==> src/rtl/fip_seq_div_sqrt_pkg.sv <==
// Shared types and limit helper for the fixed-point divide / square-root unit.
package fip_pkg;

  typedef enum logic {
    FIP_DIV  = 1'b0,
    FIP_SQRT = 1'b1
  } fip_mode_e;

  typedef enum logic [1:0] {
    IDLE = 2'd0,
    CALC = 2'd1,
    DONE = 2'd2
  } fip_state_e;

  // Raw bit pattern of the largest (neg=0) or smallest (neg=1) w-bit signed value;
  // the neg=1 pattern also reads as the unsigned magnitude 2^(w-1).
  function automatic logic [63:0] fip_limit(input int w, input logic neg);
    logic [63:0] msb;
    msb = 64'd1 << (w - 1);
    return neg ? msb : msb - 64'd1;
  endfunction

endpackage

==> src/rtl/fip_seq_div_sqrt_if.sv <==
// Request/result handshake bundle of the divide / square-root unit.
interface fip_seq_div_sqrt_if #(
  parameter int W = 32
);
  logic         i_valid;
  logic         o_ready;
  logic         i_mode;
  logic [W-1:0] i_a;
  logic [W-1:0] i_b;
  logic         o_valid;
  logic         i_ready;
  logic [W-1:0] o_result;
  logic         o_overflow;
  logic         o_invalid;

  modport master (
    output i_valid, i_mode, i_a, i_b, i_ready,
    input  o_ready, o_valid, o_result, o_overflow, o_invalid
  );

  modport slave (
    input  i_valid, i_mode, i_a, i_b, i_ready,
    output o_ready, o_valid, o_result, o_overflow, o_invalid
  );
endinterface

==> src/rtl/fip_seq_div_sqrt_sign_sat.sv <==
// Applies the result sign to an unsigned magnitude and flags divide overflow.
// Clamps overflowing quotients to max/min when FIP_SATURATE_EN is defined.
module fip_sign_sat
  import fip_pkg::*;
#(
  parameter int W     = 32,
  parameter int MAG_W = 48
) (
  input  logic [MAG_W-1:0] mag,
  input  logic             neg,
  input  fip_mode_e        mode,
  output logic [W-1:0]     result,
  output logic             overflow
);
  localparam logic [MAG_W-1:0] POS_LIM = MAG_W'(fip_limit(W, 1'b0));
  localparam logic [MAG_W-1:0] NEG_LIM = MAG_W'(fip_limit(W, 1'b1));

  logic         neg_eff;
  logic [W-1:0] raw;

  // A zero quotient stays positive even when the operand signs differ.
  assign neg_eff  = neg & (|mag);
  assign overflow = (mode == FIP_DIV) & (neg_eff ? (mag > NEG_LIM) : (mag > POS_LIM));
  assign raw      = neg_eff ? -mag[W-1:0] : mag[W-1:0];

`ifdef FIP_SATURATE_EN
  assign result = overflow ? (neg_eff ? NEG_LIM[W-1:0] : POS_LIM[W-1:0]) : raw;
`else
  assign result = raw;
`endif

endmodule

==> src/rtl/fip_seq_div_sqrt.sv <==
// Iterative signed Q(INT_BITS).(FRAC_BITS) divider / square root, one result bit per cycle.
// Optional build macro FIP_SATURATE_EN: saturate overflow and divide-by-zero results.
//
// state | meaning
// IDLE  | waiting for a request, o_ready high
// CALC  | restoring divide / root iterations running
// DONE  | result held on o_valid until i_ready
module fip_seq_div_sqrt
  import fip_pkg::*;
#(
  parameter int INT_BITS  = 16,
  parameter int FRAC_BITS = 16
) (
  input logic               i_clk,
  input logic               i_rst,
  fip_seq_div_sqrt_if.slave bus
);
  localparam int W          = INT_BITS + FRAC_BITS;
  localparam int DIV_ITERS  = W + FRAC_BITS;
  localparam int SQRT_ITERS = (W + FRAC_BITS) / 2;
  localparam int MAG_W      = W + FRAC_BITS;
  localparam int REM_W      = W + 2;
  localparam int CNT_W      = $clog2(DIV_ITERS + 1);
`ifdef FIP_SATURATE_EN
  localparam logic [W-1:0] SAT_MAX = W'(fip_limit(W, 1'b0));
  localparam logic [W-1:0] SAT_MIN = W'(fip_limit(W, 1'b1));
`endif

  fip_state_e       state, state_nxt;
  fip_mode_e        mode_q, req_mode;
  logic             neg_q;
  logic [REM_W-1:0] rem_q, rem_nxt;
  logic [MAG_W-1:0] work_q, work_nxt;
  logic [MAG_W-1:0] quo_q, quo_nxt;
  logic [W:0]       den_q;
  logic [CNT_W-1:0] cnt_q;
  logic [W-1:0]     result_q, ss_result, dz_result;
  logic             ovf_q, inv_q, ss_ovf;
  logic             accept, special, last_iter, ready_int, valid_int;
  logic [W:0]       a_ext, b_ext, a_mag, b_mag;
  logic [REM_W-1:0] div_sh, div_den, sq_sh, sq_trial;
  logic             div_ge, sq_ge;
  logic             unused_bits;

  assign req_mode  = fip_mode_e'(bus.i_mode);
  assign accept    = bus.i_valid & ~i_rst & (state == IDLE);
  assign special   = (req_mode == FIP_DIV) ? (bus.i_b == '0) : bus.i_a[W-1];
  assign last_iter = (cnt_q == CNT_W'(1));

  // W+1-bit magnitudes keep |MIN| exact.
  assign a_ext = {bus.i_a[W-1], bus.i_a};
  assign b_ext = {bus.i_b[W-1], bus.i_b};
  assign a_mag = bus.i_a[W-1] ? -a_ext : a_ext;
  assign b_mag = bus.i_b[W-1] ? -b_ext : b_ext;

`ifdef FIP_SATURATE_EN
  assign dz_result = bus.i_a[W-1] ? SAT_MIN : SAT_MAX;
`else
  assign dz_result = '0;
`endif

  assign div_sh   = {rem_q[REM_W-2:0], work_q[MAG_W-1]};
  assign div_den  = {1'b0, den_q};
  assign div_ge   = div_sh >= div_den;
  assign sq_sh    = {rem_q[REM_W-3:0], work_q[MAG_W-1 -: 2]};
  assign sq_trial = {quo_q[REM_W-3:0], 2'b01};
  assign sq_ge    = sq_sh >= sq_trial;

  always_comb begin
    rem_nxt  = rem_q;
    work_nxt = work_q;
    quo_nxt  = quo_q;
    if (mode_q == FIP_DIV) begin
      rem_nxt  = div_ge ? (div_sh - div_den) : div_sh;
      work_nxt = {work_q[MAG_W-2:0], 1'b0};
      quo_nxt  = {quo_q[MAG_W-2:0], div_ge};
    end else begin
      rem_nxt  = sq_ge ? (sq_sh - sq_trial) : sq_sh;
      work_nxt = {work_q[MAG_W-3:0], 2'b00};
      quo_nxt  = {quo_q[MAG_W-2:0], sq_ge};
    end
  end

  // Fed with the next quotient so sign and overflow land on the CALC->DONE edge.
  fip_sign_sat #(
    .W     (W),
    .MAG_W (MAG_W)
  ) u_sign_sat (
    .mag      (quo_nxt),
    .neg      (neg_q),
    .mode     (mode_q),
    .result   (ss_result),
    .overflow (ss_ovf)
  );

  always_ff @(posedge i_clk) begin
    if (i_rst) state <= IDLE;
    else       state <= state_nxt;
  end

  always_comb begin
    state_nxt = state;
    ready_int = 1'b0;
    valid_int = 1'b0;
    case (state)
      IDLE: begin
        ready_int = ~i_rst;
        if (accept) state_nxt = special ? DONE : CALC;
      end
      CALC: if (last_iter) state_nxt = DONE;
      DONE: begin
        valid_int = 1'b1;
        if (bus.i_ready) state_nxt = IDLE;
      end
      default: state_nxt = IDLE;
    endcase
  end

  always_ff @(posedge i_clk) begin
    if (i_rst) begin
      mode_q   <= FIP_DIV;
      neg_q    <= 1'b0;
      rem_q    <= '0;
      work_q   <= '0;
      quo_q    <= '0;
      den_q    <= '0;
      cnt_q    <= '0;
      result_q <= '0;
      ovf_q    <= 1'b0;
      inv_q    <= 1'b0;
    end else begin
      case (state)
        IDLE: if (accept) begin
          mode_q <= req_mode;
          rem_q  <= '0;
          quo_q  <= '0;
          den_q  <= b_mag;
          if (req_mode == FIP_DIV) begin
            neg_q  <= bus.i_a[W-1] ^ bus.i_b[W-1];
            work_q <= {a_mag[W-1:0], {FRAC_BITS{1'b0}}};
            cnt_q  <= CNT_W'(DIV_ITERS);
          end else begin
            neg_q  <= 1'b0;
            work_q <= {bus.i_a, {FRAC_BITS{1'b0}}};
            cnt_q  <= CNT_W'(SQRT_ITERS);
          end
          if (special) begin
            result_q <= (req_mode == FIP_DIV) ? dz_result : '0;
            ovf_q    <= 1'b0;
            inv_q    <= 1'b1;
          end
        end
        CALC: begin
          rem_q  <= rem_nxt;
          work_q <= work_nxt;
          quo_q  <= quo_nxt;
          cnt_q  <= cnt_q - CNT_W'(1);
          if (last_iter) begin
            result_q <= ss_result;
            ovf_q    <= ss_ovf;
            inv_q    <= 1'b0;
          end
        end
        default: ;
      endcase
    end
  end

  assign unused_bits = ^{rem_q[REM_W-1], quo_q[MAG_W-1], a_mag[W]};

  assign bus.o_ready    = ready_int;
  assign bus.o_valid    = valid_int;
  assign bus.o_result   = result_q;
  assign bus.o_overflow = ovf_q;
  assign bus.o_invalid  = inv_q;

endmodule

==> src/flat_wrapper.sv <==
// flat-port wrapper written by rule: the top's interface ports become plain ports
module fip_seq_div_sqrt_flat import fip_pkg::*;
#(
  parameter int INT_BITS  = 16,
  parameter int FRAC_BITS = 16
)
  (i_clk, i_rst, bus_i_valid, bus_i_mode, bus_i_a, bus_i_b, bus_i_ready, bus_o_ready, bus_o_valid, bus_o_result, bus_o_overflow, bus_o_invalid);
  fip_seq_div_sqrt_if #(.W(32)) bus_i ();
  input logic i_clk;
  input logic i_rst;
  input wire logic [$bits(bus_i.i_valid)-1:0] bus_i_valid;
  input wire logic [$bits(bus_i.i_mode)-1:0] bus_i_mode;
  input wire logic [$bits(bus_i.i_a)-1:0] bus_i_a;
  input wire logic [$bits(bus_i.i_b)-1:0] bus_i_b;
  input wire logic [$bits(bus_i.i_ready)-1:0] bus_i_ready;
  output wire logic [$bits(bus_i.o_ready)-1:0] bus_o_ready;
  output wire logic [$bits(bus_i.o_valid)-1:0] bus_o_valid;
  output wire logic [$bits(bus_i.o_result)-1:0] bus_o_result;
  output wire logic [$bits(bus_i.o_overflow)-1:0] bus_o_overflow;
  output wire logic [$bits(bus_i.o_invalid)-1:0] bus_o_invalid;
  assign bus_i.i_valid = bus_i_valid;
  assign bus_i.i_mode = bus_i_mode;
  assign bus_i.i_a = bus_i_a;
  assign bus_i.i_b = bus_i_b;
  assign bus_i.i_ready = bus_i_ready;
  assign bus_o_ready = bus_i.o_ready;
  assign bus_o_valid = bus_i.o_valid;
  assign bus_o_result = bus_i.o_result;
  assign bus_o_overflow = bus_i.o_overflow;
  assign bus_o_invalid = bus_i.o_invalid;
  fip_seq_div_sqrt #(.INT_BITS(INT_BITS), .FRAC_BITS(FRAC_BITS)) u_core (.i_clk(i_clk), .i_rst(i_rst), .bus(bus_i));
endmodule
==> config.mk <==
export PLATFORM = sky130hd
export DESIGN_NAME = fip_seq_div_sqrt_flat
export DESIGN_NICKNAME = d
export VERILOG_FILES = /design/src/rtl/fip_seq_div_sqrt_pkg.sv /design/src/rtl/fip_seq_div_sqrt_if.sv /design/src/rtl/fip_seq_div_sqrt_sign_sat.sv /design/src/rtl/fip_seq_div_sqrt.sv /design/src/flat_wrapper.sv
export SDC_FILE = /design/constraint.sdc
export NUM_CORES = 1
export LEC_CHECK = 0
export BUFFER_PORTS_ARGS = -buffer_cell sky130_fd_sc_hd__buf_4
export CAP_MARGIN = 40
export CORE_MARGIN = 3
export CORE_UTILIZATION = 40
export DETAILED_ROUTE_END_ITERATION = 7
export HOLD_SLACK_MARGIN = 0.1
export PLACE_DENSITY_LB_ADDON = 0.25
export SYNTH_ARGS = -nofsm -noshare
export SYNTH_HDL_FRONTEND = slang
export SYNTH_SLANG_ARGS = --single-unit
==> constraint.sdc <==
create_clock -name i_clk -period 9.15 [get_ports i_clk]
set_input_delay 1.3725 -clock i_clk [delete_from_list [all_inputs] [get_ports i_clk]]
set_output_delay 1.3725 -clock i_clk [all_outputs]
set_load 0.01 [all_outputs]
# Word level (Yosys, flattened, before mapping)
# Index checks and enable logic that the tools add are counted.
# W data, S select, Z words.
# totals
out_inout_bits	36
reg_bits	205
wordCells	83
# classes
n_mux	40
n_eq_ne	7
n_reduce_logical	8
addsub	6
bitwise_logic	7
order_cmp	4
# op_table
operator	n
$mux W33	5
$mux W32	5
$mux W48	3
$pmux W48 S2	1
$pmux W47 S2	1
$pmux W33 S2	1
$sub A33 B33 Y33	2
$neg A32 Y32	2
$pmux W32 S2	1
$gt A48 B31 Y1 const B	1
$gt A48 B32 Y1 const B	1
$reduce_or A48 Y1	1
$mux W47	1
$ge A34 B33 Y1	1
$ge A34 B34 Y1	1
$neg A33 Y33	1
$logic_not A32 Y1	1
$mux W1	12
$mux W6	2
$pmux W6 S2	1
$mux W2	4
$eq A6 B1 Y1 const B	1
$ne A2 B1 Y1 const B	3
$pmux W2 S3	1
13 further kinds	19

# Logic depth before layout (Yosys ltp)
# logic_depth
ltp_word	8
ltp_mapped	16
depth_no_buf	14

# Modules after synthesis
# A second synthesis with hierarchy kept.
# hier_totals
cells_unflattened	1865
hier_area_um2	14009.7
# by_module_without_submodules
module	area_per_inst_um2	seq_area_each_um2	cells_each	instances
fip_seq_div_sqrt	13180.1	3783.6	1754	1
fip_sign_sat	829.5	0.0	111	1

# Worst setup path after synthesis
# Ideal clock, no wire load.
# synth_path
path_kind	in2reg
startpoint	input port bus_i_b[13]
endpoint	register u_core.den_q[29]
path_buffers	0
path_stages	8
arrival_ns	3.961
required_time_ns	9.021
slack_ns	5.060
cell_sequence	or4_1 or3_1 or4_1 or3b_2 or3_1 o31ai_1 xor2_1 o21ai_0
# synth_via
elab_chain_len	2
# synth_lines
element	line_no	source
from (decl)	flat_wrapper.sv:14	input wire logic [$bits(bus_i.i_b)-1:0] bus_i_b;
$neg A33 Y33	fip_seq_div_sqrt.sv:54	assign b_mag = bus.i_b[W-1] ? -b_ext : b_ext;
$mux W33	fip_seq_div_sqrt.sv:54	
to (signal assigned)	fip_seq_div_sqrt.sv:137	den_q <= b_mag;
to (decl)	fip_seq_div_sqrt.sv:35	logic [W:0] den_q;
# Every way passes these cells.
# A chain may end at the register's enable or synchronous reset.

# Worst setup path after layout
# layout_path
startpoint	input port bus_i_b[5]
endpoint	register u_core.result_q[21] (netlist: u_core.bus.o_result[21])
# layout_via
elab_chain_len	4
# layout_lines
element	line_no	source
$logic_not A32 Y1	fip_seq_div_sqrt.sv:47	assign special = (req_mode == FIP_DIV) ? (bus.i_b == '0) : bus.i_a[W-1];
$mux W1	fip_seq_div_sqrt.sv:47	
$ne A2 B1 Y1 (no source line)	--	
$reduce_and A4 Y1 (no source line)	--	
to (signal assigned)	fip_seq_div_sqrt.sv:148	result_q <= (req_mode == FIP_DIV) ? dz_result : '0;
to (signal assigned)	fip_seq_div_sqrt.sv:159	result_q <= ss_result;
to (decl)	fip_seq_div_sqrt.sv:37	logic [W-1:0] result_q, ss_result, dz_result;
# Every way passes these cells.

==> out/metrics.cfg <==
[run_status]
outcome = finished, final reports clean

[floorplan]
rows = 66
start_util = 0.4105
fp.dieH_um = 189.7
die-area_sq_um = 35970
coreArea_sq_um = 32870
io_pins = 105
die_w_um = 189.7

[grt]
grt_overflow_total = 0
grt_pass1_wl_um = 63180
antenna_found_initial = 0
grt_pass1_vias = 12130
grt_max_degree = 76
grt_usage = 0.2126

[synth]
synth_fp_nets = 1931
ys_ff_latch = 189
yosysWarnings = 0
ys_types = 68
yosysSeqAreaShare = 0.2804
syn_area_sq_um = 13490
async_reset_ff_frac = 0
yosys_most_used_dff = dfxtp_1
syn_area_per_cell_sq_um = 7.541
synthCells = 1789
synth-edff-count = 0

[power]
p_int_mw = 2.371
p_seq_frac = 0.224
power_switching_mw = 2.085
p_comb_frac = 0.611
max-vdd-ir-drop_mv = 0.2154
power_density_nw_per_um2 = 293.8
clkPwrFrac = 0.165
switching_share = 0.4680
p_leak_nw = 5.815

[routing]
routed.top_layer = met4
avgRoutedWirePerCell_um = 17.30
dr.pass1.iters = 6
wl_met1_um = 18360
wl_met3_um = 1599
dr_wl_met2_um = 18550
routed_wl_um = 39290
vias_per_cell = 5.736
drt-initial-drc-count = 876
drc = 0
ant_nets = 0
vias = 13030

[worst_setup_path]
worstPathRequired_ps = 9470
critPathLaunchType = input port
arrival_ps = 4700
cp-end-kind = flip-flop
critPathKind = input port to flip-flop
path_max_fanout = 31

[timing]
period_share = 0.4786
post-route-min-period_ps = 4380
setup_tns_ps = 0
fin_skew_ps = 15.52
setup_viol = 0
worst_pin_slew_ps = 912.5
fmax_mhz = 228.3
rsz0062_at_grt = false
slew_headroom = 0.3917
finalMaxSlewViolations = 0
hold_violations = 0

[final_layout]
synthToLayoutAreaGrowth_pct = 12.44
finalNetCount = 1958
fillCellCount = 3432
mostFrequentLayoutCells = nand2_1 (207), dfxtp_1 (188), a21oi_1 (172)
final_common_cell = nand2_1
fin_area_sq_um = 15170
num_antenna_cells = 0
layout-drive-gt1-share = 0.09732

[clocking]
hold_buffers = 0
post_cts_buffers = 0
htree_levels = 4
clk_pin_slew_ps = 80
cts_resized = 0
numClockSinks = 189
cts_tree = yes
clockBufferDepth = 2
cts_root_buf = clkbuf_16
clock_latency_ps = 440
cts_made_buffers = 17

[worst_hold_path]
hp-class = flip-flop to flip-flop

[placed_design]
dp_hpwl_um = 28860
place_congestion = 0.9119
post_dp_cell_area_sq_um = 14600
io_buffers = 104

[flow_run]
cap_violations = 0

## routing by layer
metal / vias up / track usage
met5: - / 0
met4: 0 / 0.05516
met3: 52 / 0.02690
met2: 314 / 0.3576
met1: 6117 / 0.2891
li1: 6543 / -
## final timing paths
path	startpoint	end	slack, ps	cells after the start
worst min register to register	u_core.bus.o_result[12]$_SDFFE_PP0P_	u_core.bus.o_result[12]$_SDFFE_PP0P_	450	2
worst min-delay path	u_core.bus.o_result[12]$_SDFFE_PP0P_	u_core.bus.o_result[12]$_SDFFE_PP0P_	450	2
worst max register to register	u_core.work_q[47]$_SDFFE_PP0P_	u_core.bus.o_result[21]$_SDFFE_PP0P_	4860	15
worst max-delay path	bus_i_b[5]	u_core.bus.o_result[21]$_SDFFE_PP0P_	4770	11
## power by group through the flow
stage               combinational, mW  sequential [mW]  clock [mW]
global placement                 2.59             1.02           0
finish                           2.72            0.998       0.737
floorplan                        2.05            0.974           0
CTS                              2.70            0.997       0.752
detailed placement               2.68             1.01           0
global route                     3.03             1.01       0.784
## worst max-delay path: stages
cell,delay [ps]
buf_4,120
nor4_1,720
nand3_1,250
nor3_1,400
nand2_1,150
nor4_1,390
a2111o_1,230
o211ai_1,250
nor2b_2,240
buf_4,260
a211o_1,310
## area by class of cell
cell class,count,area (sq um),area share
clock buffers,19,442.9,0.02920
clock inverters,13,127.6,0.008413
inverters,86,322.8,0.02128
multi-input cells,1401,8985,0.5923
flip-flops and latches,189,3785,0.2495
well taps,442,553.0,0.03646
repair buffers,121,953.4,0.06285
## sequential cells by signal (all words and copies together) (netlist names)
signal / count
u_core.mode_q: 1
u_core.cnt_q: 6
u_core.neg_q: 1
u_core.bus.o_overflow: 1
u_core.work_q: 32
u_core.quo_q: 47
u_core.rem_q: 33
u_core.bus.o_result: 32
u_core.bus.o_invalid: 1
u_core.den_q: 33
u_core.state: 2
## kinds of logic after synthesis
family / Yosys count / synth area share
muxes: 40 / 0.02968
xor gates and xnor gates: 140 / 0.09088
buffers and inverters: 199 / 0.05592
DFF: 189 / 0.2804
AOI/OAI and AO/OA: 564 / 0.2638
and+or+nand+nor: 584 / 0.2110
adders and majority gates: 73 / 0.06826
## cell usage after synthesis (13+ instances only)
| master | n | share of area |
|---|---|---|
| dfxtp_1 | 189 | 0.28 |
| a211oi_1 | 62 | 0.034 |
| ha_1 | 72 | 0.067 |
| or4_1 | 13 | 0.0072 |
| buf_1 | 14 | 0.0039 |
| or3_1 | 41 | 0.019 |
| nor2_1 | 101 | 0.028 |
| o211ai_1 | 31 | 0.017 |
| o21ai_0 | 130 | 0.048 |
| nand2b_1 | 14 | 0.0065 |
| clkbuf_1 | 98 | 0.027 |
| mux2i_1 | 40 | 0.030 |
| nor4_1 | 20 | 0.0093 |
| nand3_1 | 77 | 0.029 |
| a21o_1 | 30 | 0.017 |
| xor2_1 | 65 | 0.042 |
| a21oi_1 | 172 | 0.064 |
| nor3_1 | 45 | 0.017 |
| nand2_1 | 208 | 0.058 |
| o31ai_1 | 25 | 0.014 |
| xnor2_1 | 75 | 0.049 |
| inv_1 | 86 | 0.024 |
## per-stage QoR
step	utilization	instances	hold WS, ps	setup slack, ps	power (mW)
floorplan	-	1789	427.4	5060	3.024
global placement	0.4419	2235	439.7	4351	3.610
detailed placement	0.4442	2239	446.2	4266	3.696
CTS	0.4616	2271	457.2	4708	4.446
global route	0.4616	2271	480.3	4407	4.816
finish	0.4616	2271	452.2	4770	4.456
No activity file was read; power rests on OpenSTA's default activity.
